## src/rtl/fu_pkg.sv

```systemverilog
// fu_pkg: opcode constants, controller state type and immediate sign extension
package fu_pkg;
  localparam logic [5:0] OP_RTYPE = 6'b000000;
  localparam logic [5:0] OP_ADDI  = 6'b001000;
  localparam logic [5:0] OP_LW    = 6'b100011;
  localparam logic [5:0] OP_SW    = 6'b101011;
  localparam logic [5:0] FN_ADD   = 6'b100000;
  localparam logic [5:0] FN_SUB   = 6'b100010;
  typedef enum logic [1:0] {IDLE, READ_OPS, EXEC, WRITE} fu_state_t;
  // 64-bit result so callers can cast down to any datapath width up to 64
  function automatic logic [63:0] sign_ext16(input logic [15:0] x);
    return {{48{x[15]}}, x};
  endfunction
endpackage

```

## src/rtl/fu_decode.sv

```systemverilog
// fu_decode: instruction word to operand needs, destination register and write-back kind
module fu_decode import fu_pkg::*; #(
  parameter int REG_AW = 5
) (
  input  logic [31:0]       ir,
  output logic              needs_rs,
  output logic              needs_rt,
  output logic [REG_AW-1:0] rd,
  output logic              we_reg,
  output logic              is_store
);
  logic is_rr, is_imm, is_sw, unused_shamt;
  assign is_rr        = ir[31:26] == OP_RTYPE && (ir[5:0] == FN_ADD || ir[5:0] == FN_SUB);
  assign is_imm       = ir[31:26] == OP_ADDI || ir[31:26] == OP_LW;
  assign is_sw        = ir[31:26] == OP_SW;
  assign needs_rs     = is_rr || is_imm || is_sw;
  assign needs_rt     = is_rr || is_sw;
  assign we_reg       = is_rr || is_imm;
  assign is_store     = is_sw;
  assign rd           = is_rr ? REG_AW'(ir[15:11]) : is_imm ? REG_AW'(ir[20:16]) : '0;
  assign unused_shamt = ^ir[10:6];
endmodule

```

## src/rtl/fu_control.sv

```systemverilog
// fu_control: issue -> operand read -> fixed-latency ALU drive -> held write-back request.
// Define FU_STALL_CNT_EN to add saturating stall_rd_cnt / stall_wb_cnt outputs.
module fu_control import fu_pkg::*; #(
  parameter int EXEC_LAT = 1,
  parameter int DATA_W   = 32,
  parameter int REG_AW   = 5
) (
  input  logic              clock,
  input  logic              reset_n,
  input  logic              issue_valid,
  output logic              issue_ready,
  input  logic [31:0]       issue_ir,
  input  logic              rj_ready,
  input  logic              rk_ready,
  output logic [REG_AW-1:0] rs_addr,
  output logic [REG_AW-1:0] rt_addr,
  input  logic [DATA_W-1:0] rs_data,
  input  logic [DATA_W-1:0] rt_data,
  output logic              read_done,
  output logic [31:0]       alu_ir,
  output logic [DATA_W-1:0] alu_in_1,
  output logic [DATA_W-1:0] alu_in_2,
  output logic [DATA_W-1:0] alu_imm,
  input  logic [DATA_W-1:0] alu_saida,
  input  logic [9:0]        alu_mem_dest,
  output logic              wb_req,
  input  logic              wb_grant,
  output logic [DATA_W-1:0] wb_data,
  output logic [9:0]        wb_mem_dest,
  output logic [REG_AW-1:0] wb_rd,
  output logic              wb_we_reg,
  output logic              wb_is_store,
  output logic              busy
`ifdef FU_STALL_CNT_EN
  ,
  output logic [31:0]       stall_rd_cnt,
  output logic [31:0]       stall_wb_cnt
`endif
);
  fu_state_t state_q, state_d;
  logic [31:0] ir_q, ir_d;
  logic [DATA_W-1:0] op1_q, op1_d, op2_q, op2_d, res_q, res_d;
  logic [9:0] mdest_q, mdest_d;
  logic [3:0] cnt_q, cnt_d;
  logic needs_rs, needs_rt, ops_ok;
  fu_decode #(.REG_AW(REG_AW)) u_dec (
    .ir(ir_q), .needs_rs(needs_rs), .needs_rt(needs_rt),
    .rd(wb_rd), .we_reg(wb_we_reg), .is_store(wb_is_store)
  );
  assign ops_ok = (rj_ready || !needs_rs) && (rk_ready || !needs_rt);
  always_comb begin
    state_d = state_q;
    ir_d    = ir_q;
    op1_d   = op1_q;
    op2_d   = op2_q;
    res_d   = res_q;
    mdest_d = mdest_q;
    cnt_d   = cnt_q;
    case (state_q)
      IDLE: if (issue_valid) begin
        ir_d    = issue_ir;
        state_d = READ_OPS;
      end
      READ_OPS: if (ops_ok) begin
        op1_d   = rs_data;
        op2_d   = needs_rt ? rt_data : '0;
        cnt_d   = 4'(EXEC_LAT - 1);
        state_d = EXEC;
      end
      EXEC: if (cnt_q == 4'd0) begin
        res_d   = alu_saida;
        mdest_d = alu_mem_dest;
        state_d = WRITE;
      end else cnt_d = cnt_q - 4'd1;
      default: if (wb_grant) state_d = IDLE;
    endcase
  end
  always_ff @(posedge clock) begin
    if (!reset_n) begin
      state_q <= IDLE;
      ir_q    <= '0;
      op1_q   <= '0;
      op2_q   <= '0;
      res_q   <= '0;
      mdest_q <= '0;
      cnt_q   <= '0;
    end else begin
      state_q <= state_d;
      ir_q    <= ir_d;
      op1_q   <= op1_d;
      op2_q   <= op2_d;
      res_q   <= res_d;
      mdest_q <= mdest_d;
      cnt_q   <= cnt_d;
    end
  end
  assign issue_ready = state_q == IDLE;
  assign busy        = !issue_ready;
  assign read_done   = state_q == READ_OPS && ops_ok;
  assign wb_req      = state_q == WRITE;
  assign rs_addr     = REG_AW'(ir_q[25:21]);
  assign rt_addr     = REG_AW'(ir_q[20:16]);
  assign alu_ir      = busy ? ir_q : '0;
  assign alu_in_1    = busy ? op1_q : '0;
  assign alu_in_2    = busy ? op2_q : '0;
  assign alu_imm     = busy ? DATA_W'(sign_ext16(ir_q[15:0])) : '0;
  assign wb_data     = res_q;
  assign wb_mem_dest = mdest_q;
`ifdef FU_STALL_CNT_EN
  logic [31:0] srd_q, srd_d, swb_q, swb_d;
  always_comb begin
    srd_d = (state_q == READ_OPS && !ops_ok && srd_q != '1) ? srd_q + 32'd1 : srd_q;
    swb_d = (state_q == WRITE && !wb_grant && swb_q != '1) ? swb_q + 32'd1 : swb_q;
  end
  always_ff @(posedge clock) begin
    if (!reset_n) begin
      srd_q <= '0;
      swb_q <= '0;
    end else begin
      srd_q <= srd_d;
      swb_q <= swb_d;
    end
  end
  assign stall_rd_cnt = srd_q;
  assign stall_wb_cnt = swb_q;
`endif
endmodule

```

## config.mk

```make
export PLATFORM = sky130hd
export DESIGN_NAME = fu_control
export DESIGN_NICKNAME = d
export VERILOG_FILES = /design/src/rtl/fu_pkg.sv /design/src/rtl/fu_decode.sv /design/src/rtl/fu_control.sv
export SDC_FILE = /design/constraint.sdc
export NUM_CORES = 1
export LEC_CHECK = 0
export CORE_AREA = 2 2 131 133
export DETAILED_ROUTE_END_ITERATION = 16
export DIE_AREA = 0 0 133 135
export PLACE_DENSITY = 0.89
export SLEW_MARGIN = 20
export SYNTH_ARGS = -nofsm -noshare
export SYNTH_HDL_FRONTEND = slang
export SYNTH_SLANG_ARGS = --single-unit
```

## constraint.sdc

```tcl
create_clock -name clock -period 4 [get_ports clock]
set_input_delay 1 -clock clock [delete_from_list [all_inputs] [get_ports clock]]
set_output_delay 1 -clock clock [all_outputs]
set_load 0.01 [all_outputs]
```

==> impl_metrics.env <==
export IMPL_outcome="completed"
export IMPL_die_w_um=133
export IMPL_cts_sinks=144
export IMPL_tns_ns=0
export IMPL_grt_max_degree=127
export IMPL_clock_path_buffers=2
export IMPL_ctsResizeCount=0
export IMPL_ir_worst_vdd_mv=0.325
export IMPL_power_density_mw_per_mm2=532
export IMPL_wl_um=19400
export IMPL_synth_cell_types=38
export IMPL_grt_pass1_wl_um=30000
export IMPL_antenna_found_initial=0
export IMPL_ys_ff_latch=144
export IMPL_power_frac_comb=0.376
export IMPL_min_period_over_period=0.938
export IMPL_fmax_mhz=266
export IMPL_place_hpwl_um=14000
export IMPL_fill_cells=1383
export IMPL_viasPerCell=4.83
export IMPL_tightest_slew_ns=1.05
export IMPL_synth_seq_area_share=0.438
export IMPL_wl_per_cell_um=14.7
export IMPL_synth_top_area_frac=0.438
export IMPL_ctsHoldBuffers=0
export IMPL_pwr_share_seq=0.336
export IMPL_syn_nets=981
export IMPL_syn_inst=832
export IMPL_synth_edf_count=0
export IMPL_slew_headroom=0.300
export IMPL_p_clk_frac=0.288
export IMPL_initial_core_util=0.401
export IMPL_grt_pass1_vias=5969
export IMPL_ys_async_sr_fraction=0
export IMPL_worstSetupPathType="flip-flop to output port"
export IMPL_drc=0
export IMPL_synth_flop_cell="dfxtp_1"
export IMPL_power_uw=5470
export IMPL_drv_slew=0
export IMPL_min_path_type="flip-flop to flip-flop"
export IMPL_cts_setup_buffers=0
export IMPL_fin_skew_ns=0.0113
export IMPL_worstPathMaxFanout=35
export IMPL_nets=1238
export IMPL_avgSynthCellArea_um2=7.90
export IMPL_power_switching_share=0.349
export IMPL_synth_area_mm2=0.00658
export IMPL_clkLatencyLatePin_ns=0.41
export IMPL_synthTopCellsByArea="dfxtp_1 (44%), nand2_1 (13%), nor2b_1 (9.4%), a21boi_0 (8.4%), nand3_1 (5.2%)"
export IMPL_placementRows=47
export IMPL_crit_required_ns=3.00
export IMPL_reg2reg_depth=5
export IMPL_hold_viol_final=0
export IMPL_period_needed_ns=3.75
export IMPL_cp_end_kind="output port"
export IMPL_cts_tree="built"
export IMPL_ioPinCount=335
export IMPL_p_leak_uw=0.00359
export IMPL_drv_cap=0
export IMPL_grt_remaining_overflow=0
export IMPL_gr_usage_all_layers=0.209
export IMPL_htree_num_levels=4
export IMPL_p_sw_uw=1910
export IMPL_clk_pin_slew_ns=0.06
export IMPL_drive_above_1_share=0.0445
export IMPL_die_h_um=135
export IMPL_drt_pass1_iterations=5
export IMPL_areaGrowthSynthToFinish_pct=56.5
export IMPL_synth_top_area_cell="dfxtp_1"
export IMPL_rsz0062_at_grt="no"
export IMPL_gp_congestion=0.780
export IMPL_clock_root_buffer="clkbuf_16"
export IMPL_setup_viol=0
export IMPL_antenna_cells=0
export IMPL_min_path_cells=2
export IMPL_io_buffers=334
export IMPL_numCtsBuffers=17
export IMPL_core_area_mm2=0.0164
export IMPL_power_internal_uw=3560
export IMPL_ys_warn_count=0
export IMPL_route_vias_total=6374
export IMPL_dieArea_mm2=0.0180
export IMPL_crit_arrival_ns=2.75
export IMPL_drt_initial_drc_count=291
export IMPL_critPathLaunchType="flip-flop"
export IMPL_ant_nets=0
## state kept, by name, indices dropped and copies added (netlist names)
name	flops
state_q	2
wb_data	32
ir_q	32
op1_q	32
op2_q	32
wb_mem_dest	10
cnt_q	4
## placed cells by master (no fill, tap or decap), types with 3 or more instances in the layout
cell type	instances
clkdlybuf4s50_1	333
nand2_1	222
o21ai_1	5
mux2i_1	3
inv_6	4
o21ai_0	61
clkbuf_16	17
ha_1	4
o211ai_1	3
a22o_1	5
a21boi_0	74
clkinv_2	3
buf_4	11
dfxtp_1	144
nand3_1	68
inv_1	9
nor2b_1	99
## per-stage QoR
stage | utilization | hold WS [ns] | setup WS, ns | cells | instance area [µm²]
after floorplan | - | 0.432 | 0.960 | 832 | 6580
after global placement | 0.592 | 0.439 | 0.399 | 1290 | 9710
after detailed placement | 0.592 | 0.446 | 0.390 | 1290 | 9710
after CTS | 0.627 | 0.455 | 0.178 | 1321 | 10300
after global routing | 0.627 | 0.479 | 0.00448 | 1321 | 10300
final | 0.627 | 0.453 | 0.247 | 1321 | 10300
## cell usage after synthesis, types with 2 or more instances
master,n
ha_1,5
o21ai_0,61
o21ai_1,5
nand3b_1,2
inv_1,9
clkbuf_1,46
and2_1,2
nor2b_1,99
nor4_1,2
a22o_1,5
o211ai_1,3
a21boi_0,74
clkbuf_2,3
nor2_1,2
nand2_1,222
dfxtp_1,144
buf_6,3
mux2i_1,3
buf_4,42
o31ai_1,2
and3_1,2
nand3_1,68
buf_2,13
## worst paths after layout
check                                              from                endpoint  slack [ns]
worst max-delay path            state_q[0]$_SDFFE_PN0P_             alu_imm[19]        0.25
worst max register to register    ir_q[29]$_SDFFE_PN0P_  op1_q[14]$_SDFFE_PN0P_        1.43
worst min register to register   op1_q[11]$_SDFFE_PN0P_  op1_q[11]$_SDFFE_PN0P_        0.45
worst min-delay path             op1_q[11]$_SDFFE_PN0P_  op1_q[11]$_SDFFE_PN0P_        0.45
## power by group through the flow
stage          logic [µW]  registers, µW  clock network [µW]
3_3_place_gp         2040           1850                   0
2_1_floorplan        1200           1870                   0
6_report             2060           1840                1580
5_1_grt              2270           1870                1670
4_1_cts              2080           1840                1610
3_5_place_dp         2070           1870                   0
## routing by layer
metal / vias up / global-route usage / wire (µm)
met5: - / 0 / 0
met4: 0 / 0.0902 / 527
met3: 38 / 0.0638 / 1510
li1: 3196 / - / -
met2: 262 / 0.373 / 9850
met1: 2878 / 0.231 / 7550
## cells by family (layout without fill, tap and decap cells)
kind of cell | after synthesis | after routing | synth area share
buffers and inverters | 116 | 385 | 0.0966
multiplexers | 3 | 3 | 0.00457
flip-flops | 144 | 144 | 0.438
AO/OA/AOI/OAI | 159 | 159 | 0.160
adder cells (fa/ha/maj) | 5 | 5 | 0.00951
AND/OR/NAND/NOR | 405 | 405 | 0.291
## cell type report
cell class,count,area [µm²],share of cell area
multi-input cells,572,3080,0.299
well taps,220,275,0.0268
clock buffers,20,457,0.0444
repair buffers,345,3440,0.334
flip-flops and latches,144,2880,0.280
clock inverters,11,126,0.0123
inverters,9,33.8,0.00328
## worst max-delay path, stage by stage (launching register included)
cell	delay, ns
dfxtp_1	0.38
inv_1	0.11
ha_4	0.30
nor2b_1	0.84
clkdlybuf4s50_1	0.70
Note: power is estimated with default switching activity, not from simulation.
